$ cat src/rtl/hazard_stall_ctrl_pkg.sv
// Shared types and defaults for the pipeline hazard/stall controller.
// Optional stall-cycle counter is enabled by HAZARD_STALL_CNT_EN.
package hazard_stall_ctrl_pkg;

   typedef enum logic [1:0] {
      RUN      = 2'd0,
      MDU_BUSY = 2'd1,
      MDU_DONE = 2'd2
   } hsc_state_t;

   localparam int unsigned MDU_CYCLES_DEF = 32;

   function automatic logic [31:0] sat_inc32(input logic [31:0] v);
      return (v == 32'hFFFF_FFFF) ? v : v + 32'd1;
   endfunction

endpackage

$ cat src/rtl/hazard_stall_ctrl_load_use_detect.sv
// Load-use hazard compare: the load in EX writes a register the ID instruction
// reads, and forwarding cannot deliver it in time. r0 never hazards.
module load_use_detect (
   input  logic [4:0] id_rs,
   input  logic [4:0] id_rt,
   input  logic       id_uses_rt,
   input  logic [4:0] ex_rt,
   input  logic       ex_memread,
   output logic       lu
);

   assign lu = ex_memread && (ex_rt != 5'd0) &&
               ((ex_rt == id_rs) || (id_uses_rt && (ex_rt == id_rt)));

endmodule

$ cat src/rtl/hazard_stall_ctrl.sv
// Pipeline sequencing controller: MDU occupancy, load-use stall, branch flush.
// Define HAZARD_STALL_CNT_EN to add the saturating stall_cycles counter.
module hazard_stall_ctrl
   import hazard_stall_ctrl_pkg::*;
#(
   parameter int unsigned MDU_CYCLES = MDU_CYCLES_DEF
) (
   input  logic        clk,
   input  logic        rst,
   input  logic [4:0]  id_rs,
   input  logic [4:0]  id_rt,
   input  logic        id_uses_rt,
   input  logic        id_branch_taken,
   input  logic [4:0]  ex_rt,
   input  logic        ex_memread,
   input  logic        ex_mdu_start,
   output logic        pc_write,
   output logic        ifid_write,
   output logic        ifid_flush,
   output logic        idex_write,
   output logic        idex_bubble,
   output logic        exmem_bubble,
   output logic        mdu_busy,
`ifdef HAZARD_STALL_CNT_EN
   output logic [31:0] stall_cycles,
`endif
   output logic        mdu_done
);

   localparam logic [7:0] CNT_INIT = 8'(MDU_CYCLES - 2);

   hsc_state_t state;
   logic [7:0] cnt;
   logic       lu;
   logic       mdu_stall;

   load_use_detect u_lu (
      .id_rs      (id_rs),
      .id_rt      (id_rt),
      .id_uses_rt (id_uses_rt),
      .ex_rt      (ex_rt),
      .ex_memread (ex_memread),
      .lu         (lu)
   );

   // A start seen in MDU_DONE is the finishing op itself, not a new one.
   assign mdu_stall = ((state == RUN) && ex_mdu_start) || (state == MDU_BUSY);

   always_comb begin
      pc_write     = 1'b1;
      ifid_write   = 1'b1;
      idex_write   = 1'b1;
      ifid_flush   = 1'b0;
      idex_bubble  = 1'b0;
      exmem_bubble = 1'b0;
      mdu_busy     = 1'b0;
      mdu_done     = 1'b0;
      if (mdu_stall) begin
         pc_write     = 1'b0;
         ifid_write   = 1'b0;
         idex_write   = 1'b0;
         exmem_bubble = 1'b1;
         mdu_busy     = 1'b1;
      end else begin
         mdu_done = (state == MDU_DONE);
         if (lu) begin
            pc_write    = 1'b0;
            ifid_write  = 1'b0;
            idex_bubble = 1'b1;
         end else if (id_branch_taken) begin
            ifid_flush = 1'b1;
         end
      end
   end

   always_ff @(posedge clk) begin
      if (rst) begin
         state <= RUN;
         cnt   <= 8'd0;
      end else begin
         case (state)
            RUN: if (ex_mdu_start) begin
               state <= MDU_BUSY;
               cnt   <= CNT_INIT;
            end
            MDU_BUSY: begin
               if (cnt != 8'd0) cnt <= cnt - 8'd1;
               else             state <= MDU_DONE;
            end
            MDU_DONE: state <= RUN;
            default:  state <= RUN;
         endcase
      end
   end

`ifdef HAZARD_STALL_CNT_EN
   always_ff @(posedge clk) begin
      if (rst)            stall_cycles <= 32'd0;
      else if (!pc_write) stall_cycles <= sat_inc32(stall_cycles);
   end
`endif

endmodule

$ cat config.mk
export PLATFORM = sky130hd
export DESIGN_NAME = hazard_stall_ctrl
export DESIGN_NICKNAME = d
export VERILOG_FILES = /design/src/rtl/hazard_stall_ctrl_pkg.sv /design/src/rtl/hazard_stall_ctrl_load_use_detect.sv /design/src/rtl/hazard_stall_ctrl.sv
export SDC_FILE = /design/constraint.sdc
export NUM_CORES = 1
export LEC_CHECK = 0
export BUFFER_PORTS_ARGS = -buffer_cell sky130_fd_sc_hd__buf_4
export CAP_MARGIN = 20
export CORE_MARGIN = 2
export CORE_UTILIZATION = 49
export DETAILED_ROUTE_END_ITERATION = 8
export PLACE_DENSITY = 0.82
export SETUP_SLACK_MARGIN = 0.15
export SLEW_MARGIN = 10
export SYNTH_ARGS = -nofsm -noshare
export SYNTH_HDL_FRONTEND = slang
export SYNTH_SLANG_ARGS = --single-unit
$ cat constraint.sdc
create_clock -name clk -period 4.4 [get_ports clk]
set_input_delay 0.88 -clock clk [delete_from_list [all_inputs] [get_ports clk]]
set_output_delay 0.88 -clock clk [all_outputs]
set_load 0.01 [all_outputs]
==> impl_metrics.py, run 1 <==
metrics = {
    "timing": {
        "slew_headroom": 0.453,
        "fin_crit_ns": 2.93,
        "fin_tns_setup_ns": 0,
        "setup_violations": 0,
        "final-max-slew-violation-count": 0,
        "worstMarginPinSlew_ns": 0.819,
        "fin_crit_sh": 0.666,
        "rsz0062_at_grt": "no",
        "whs_ns": 0.561,
        "hold_viol": 0,
        "fmax_mhz": 341,
        "fin_skew_ns": 0.00241,
    },
    "setup_path": {
        "critPathMaxFanout": 3,
        "critPathLaunchType": "input pin",
        "cp.arrival_ns": 2.05,
        "worstPathRequired_ns": 3.52,
        "reg2reg_depth": 6,
        "path_class": "in -> out",
        "cp-end-kind": "primary output",
    },
    "route": {
        "wl_met3_um": 71,
        "avgRoutedWirePerCell_um": 12.3,
        "initialDrtViolationCount": 8,
        "ant_nets": 0,
        "met2_length_um": 919,
        "drc": 0,
        "routed_wl_mm": 1.59,
        "top_layer": "met4",
        "num_vias": 706,
        "first_pass_iters": 4,
        "vias_per_cell": 5.47,
        "wl_met1_um": 588,
    },
    "clocking": {
        "clock_latency_ns": 0.26,
        "cts_setup_buffers": 0,
        "cts_hold_buf": 0,
        "cts_root_buf": "clkbuf_4",
        "clk_path_buf_depth": 2,
        "clk_pin_slew_worst_paths_ns": 0.06,
        "cts_resized": 0,
        "htree_levels": 1,
        "cts_buffers": 3,
        "cts_tree": "done",
        "cts.sinks": 10,
    },
    "grt": {
        "grt_pass1_wl_mm": 2.84,
        "antenna_found_initial": 0,
        "grt_max_degree": 11,
        "overflow": 0,
        "grt_pass1_vias": 724,
        "grt_use_total": 0.207,
    },
    "placement": {
        "hpwl_mm": 1.32,
        "port_buffers": 28,
        "dp.cells": 125,
        "gp_congestion": 0.878,
    },
    "pwr": {
        "combPwrFrac": 0.354,
        "p_sw_frac": 0.312,
        "p_int_mw": 0.203,
        "clock_power_share": 0.274,
        "powerDensity_nw_per_um2": 315,
        "switching_power_mw": 0.0920,
        "ir_drop_uv": 261,
        "seq_power_share": 0.372,
        "p_leak_nw": 0.404,
    },
    "floorplanning": {
        "die_y_um": 41.5,
        "dieArea_um2": 1720,
        "start_util": 0.530,
        "core_um2": 1300,
        "die_w_um": 41.5,
        "ios": 29,
        "rows": 13,
    },
    "job": {
        "cap_violations": 0,
    },
    "yosys": {
        "ys_warn_count": 0,
        "yosys-top-cells-area": "dfxtp_1 (29%), xnor2_1 (13%), nor2_1 (5.4%)",
        "synthTopCellsByCount": "dfxtp_1 (10), nor2_1 (10), xnor2_1 (10)",
        "syn_area_um2": 689,
        "synth.net_count": 108,
        "syn_inst": 85,
        "synth_top_cell_by_area": "dfxtp_1",
        "netlist.area_leader.share": 0.290,
        "synth_edf_count": 0,
        "synth_flop_cell": "dfxtp_1",
        "syn_area_per_cell_um2": 8.11,
        "synth_cell_types": 27,
        "synthArstFlopShare": 0,
        "yosysSeqAreaShare": 0.290,
        "synth-seq-cells": 10,
    },
    "finish": {
        "drive_gt1_frac": 0.316,
        "nNetsFinal": 138,
        "fin_cells": 129,
        "diodes": 0,
        "area_delta_synth_final_pct": 35.8,
    },
    "min_path": {
        "holdPathStages": 2,
        "hold_path.class": "reg -> reg",
    },
    "status": {
        "outcome": "complete, no violations",
    },
}
[power groups by stage]
stage,Clock (mW),Combinational [mW],Sequential (mW)
after detailed placement,0,0.104,0.112
after CTS,0.0833,0.105,0.109
after global placement,0,0.102,0.111
after floorplan,0,0.0703,0.109
after global routing,0.0902,0.117,0.111
final,0.0808,0.105,0.110
[cell usage in the layout, fill, tap and decap left out, drive strengths merged, types with 2 or more instances in the layout]
master / count
a21oi: 7
buf: 28
clkbuf: 4
xor2: 4
inv: 4
nor2: 10
ha: 2
xnor2: 10
mux2i: 2
nor2b: 2
nand2: 6
nor4b: 2
nand3: 4
nand4: 3
dfxtp: 10
nor3: 6
[sequential cells by signal, indices dropped and copies added (netlist names)]
name	count
cnt	8
state	2
[stage by stage]
stage | instance area, um^2 | worst slack, ns | utilization | total power, mW
floorplan | 689 | 1.51 | - | 0.179
global placement | 900 | 1.49 | 0.691 | 0.213
detailed placement | 900 | 1.47 | 0.691 | 0.216
CTS | 936 | 1.47 | 0.719 | 0.298
global route | 936 | 1.41 | 0.719 | 0.319
finish | 936 | 1.47 | 0.719 | 0.295
[layer usage]
metal  global-route usage  vias up
met2                0.403       22
li1                     -      351
met5                    0        -
met1                0.206      331
met4               0.0968        0
met3               0.0348        2
[critical path: stages]
cell     delay, ns
buf_4         0.12
or4_1         0.52
o21a_1        0.20
a21oi_1       0.17
buf_4         0.16
[worst paths after layout]
check	from	to	slack, ns
hold reg to reg	state[0]$_SDFFE_PP0P_	state[1]$_SDFFE_PP0P_	0.56
setup / recovery	ex_rt[0]	ifid_write	1.47
setup reg to reg	cnt[0]$_SDFFE_PP0P_	cnt[1]$_SDFFE_PP0P_	2.67
hold / removal	state[0]$_SDFFE_PP0P_	state[1]$_SDFFE_PP0P_	0.56
[final cells by class]
class | count | area [um^2]
multi-input cells | 68 | 455
fillers | 99 | 365
repair buffers | 28 | 210
flip-flops and latches | 10 | 200
clock buffers | 4 | 36.3
well taps | 15 | 18.8
inverters | 4 | 15.0
[cell families after synthesis]
kind of cell,count (synthesis),share of synthesized area
compound gates,11,0.105
xor+xnor,14,0.178
fa+ha+maj,2,0.0363
buf+inv,7,0.0490
flops,10,0.290
mux,2,0.0290
simple gates,39,0.312
Power figures use the tool's default switching activity.
==> inputs of run 2 (changes only) <==
--- a/config.mk
+++ b/config.mk
@@ -5,12 +5,13 @@
 export SDC_FILE = /design/constraint.sdc
 export NUM_CORES = 1
 export LEC_CHECK = 0
+export ABC_AREA = 1
 export BUFFER_PORTS_ARGS = -buffer_cell sky130_fd_sc_hd__buf_4
 export CAP_MARGIN = 20
 export CORE_MARGIN = 2
-export CORE_UTILIZATION = 49
+export CORE_UTILIZATION = 44
 export DETAILED_ROUTE_END_ITERATION = 8
-export PLACE_DENSITY = 0.82
+export PLACE_DENSITY = 0.74
 export SETUP_SLACK_MARGIN = 0.15
 export SLEW_MARGIN = 10
 export SYNTH_ARGS = -nofsm -noshare
==> constraint.sdc (replaced) <==
create_clock -name clk -period 2.6 [get_ports clk]
set_input_delay 0.52 -clock clk [delete_from_list [all_inputs] [get_ports clk]]
set_output_delay 0.52 -clock clk [all_outputs]
set_load 0.01 [all_outputs]
==> run 2 against run 1 <==
Effect of this change:
- count of clock-buffer cells in the layout decreased by 1
- via count increased by 35%
- non-clock buffer count unchanged
- clock skew decreased by 0.00064 ns
- largest power group is now combinational cells
==> impl_metrics.py, run 2 <==
metrics = {
    "route": {
        "routed_wl_mm": 2.06,
        "ant_nets": 0,
        "num_vias": 955,
        "avgRoutedWirePerCell_um": 10.1,
        "initialDrtViolationCount": 28,
        "drc": 0,
        "first_pass_iters": 4,
        "vias_per_cell": 4.70,
    },
    "yosys": {
        "synth-seq-cells": 10,
        "yosys-top-cells-area": "dfxtp_1 (23%), nand2_1 (16%), nor2_1 (11%)",
        "synth_edf_count": 0,
        "syn_inst": 148,
        "synth.most_common_cell": "nand2_1",
        "synth_flop_cell": "dfxtp_1",
        "synthTopCellsByCount": "nand2_1 (38), nor2_1 (27), inv_1 (20)",
        "ys_warn_count": 0,
        "synth.net_count": 171,
        "yosysSeqAreaShare": 0.226,
        "syn_area_per_cell_um2": 5.99,
        "synth_cell_types": 25,
        "syn_area_um2": 886,
        "netlist.area_leader.share": 0.226,
        "synthArstFlopShare": 0,
        "synth_top_cell_by_area": "dfxtp_1",
    },
    "placement": {
        "gp_congestion": 0.826,
        "port_buffers": 28,
        "hpwl_mm": 1.67,
    },
    "finish": {
        "ff_latch_area_um2": 200,
        "nFillCells": 205,
        "layout_commonest_cell": "nand2_1",
        "area_delta_synth_final_pct": 28.0,
        "drive_gt1_frac": 0.284,
        "nNetsFinal": 201,
        "diodes": 0,
        "reg.largest.list": "cnt x8, state x2",
        "largest_reg_flops": 8,
        "multiInputGateArea_um2": 567,
        "layout_common_cells": "nand2_1 (38), buf_4 (28), nor2_1 (27)",
        "fin_util": 0.590,
        "regMostFlops": "cnt",
    },
    "setup_path": {
        "critPathLaunchType": "input pin",
        "slowest_stage": "a21oi_1",
        "worstPathRequired_ns": 2.08,
        "critPathTopFamily": "buffers and inverters",
        "cp_cell_sequence": "buf_4, nor2_1, nand3_1, o21ai_0, inv_1, a21oi_1, buf_4",
        "path_common_cell": "buf_4",
        "critPathMaxFanout": 4,
        "path_class": "in -> out",
        "cp.arrival_ns": 1.38,
        "max_stage_delay_ns": 0.20,
        "cp-end-kind": "primary output",
        "path_buf_inv": 3,
    },
    "clocking": {
        "clk_path_buf_depth": 2,
        "clock_latency_ns": 0.26,
        "cts_root_buf": "clkbuf_4",
        "cts.sinks": 10,
        "cts_resized": 0,
        "cts_buffers": 3,
        "cts_tree": "done",
        "clk_pin_slew_worst_paths_ns": 0.06,
        "cts_setup_buffers": 0,
        "htree_levels": 1,
        "cts_hold_buf": 0,
    },
    "timing": {
        "fin_skew_ns": 0.00177,
        "final-max-slew-violation-count": 0,
        "rsz0062_at_grt": "no",
        "hold_viol": 0,
        "fin_crit_ns": 1.90,
        "slew_headroom": 0.843,
        "worstMarginPinSlew_ns": 0.234,
        "fin_crit_sh": 0.733,
        "setup_violations": 0,
        "fin_tns_setup_ns": 0,
        "fmax_mhz": 525,
    },
    "job": {
        "cap_violations": 0,
    },
    "floorplanning": {
        "die_w_um": 48.9,
        "start_util": 0.461,
        "rows": 16,
        "die_y_um": 48.9,
        "core_um2": 1920,
        "ios": 29,
        "dieArea_um2": 2390,
    },
    "status": {
        "outcome": "complete, no violations",
    },
    "min_path": {
        "hold_path.class": "reg -> reg",
    },
    "pwr": {
        "ir_drop_uv": 471,
        "powerDensity_nw_per_um2": 739,
        "p_leak_nw": 0.608,
    },
    "grt": {
        "grt_max_degree": 10,
        "grt_use_total": 0.199,
        "grt_pass1_wl_mm": 3.81,
        "antenna_found_initial": 0,
        "overflow": 0,
        "grt_pass1_vias": 916,
    },
}
## run 2: cell types whose count changed after synthesis, sizes merged, moves of 5 or more
cell	previous run	this run
inv	4	26
o21ai	0	5
xnor2	10	1
nor2	10	29
nand3	4	13
nand2	6	45
nor3	6	1
## run 2: layout make-up
type,count,area share
Tap cell,27,0.0298
Multi-Input combinational cell,109,0.500
Timing Repair Buffer,28,0.185
Inverter,26,0.0883
Sequential cell,10,0.177
Clock buffer,3,0.0199
## run 2: layer usage
layer / track usage / share of wire / up-vias
li1: - / - / 505
met4: 0.0286 / 0.0034 / 0
met5: 0 / 0 / -
met1: 0.240 / 0.43 / 426
met2: 0.352 / 0.52 / 22
met3: 0.0644 / 0.042 / 2
## run 2: cells by family after synthesis
family                   count (synthesis)  share of synthesized area
AO/OA/AOI/OAI                           12                     0.0678
XOR/XNOR                                 4                     0.0396
adder cells (fa/ha/maj)                  2                     0.0282
buffers and inverters                   29                      0.134
flip-flops                              10                      0.226
AND/OR/NAND/NOR                         91                      0.504
## run 2: power by group
part	switching [mW]	internal (mW)	total, mW
Clock	0.0525	0.0535	0.106
Sequential	0.0293	0.189	0.218
Combinational	0.310	0.204	0.514
## run 2: final timing paths
kind,startpoint,endpoint,slack [ns],depth (start not counted)
hold reg to reg,cnt[0]$_SDFFE_PP0P_,cnt[0]$_SDFFE_PP0P_,0.46,1
setup reg to reg,cnt[0]$_SDFFE_PP0P_,cnt[5]$_SDFFE_PP0P_,1.15,8
hold / removal,cnt[0]$_SDFFE_PP0P_,cnt[0]$_SDFFE_PP0P_,0.46,1
setup / recovery,ex_rt[1],ifid_write,0.70,7
## run 2: through the flow
stage | setup slack (ns) | hold WS (ns) | power, mW | area (um^2) | cells
CTS | 0.712 | 0.462 | 0.839 | 1130 | 203
global placement | 0.660 | 0.450 | 0.717 | 1110 | 200
floorplan | 0.784 | 0.425 | 0.603 | 886 | 148
global route | 0.572 | 0.480 | 0.933 | 1130 | 203
finish | 0.695 | 0.464 | 0.838 | 1130 | 203
detailed placement | 0.713 | 0.451 | 0.732 | 1110 | 200
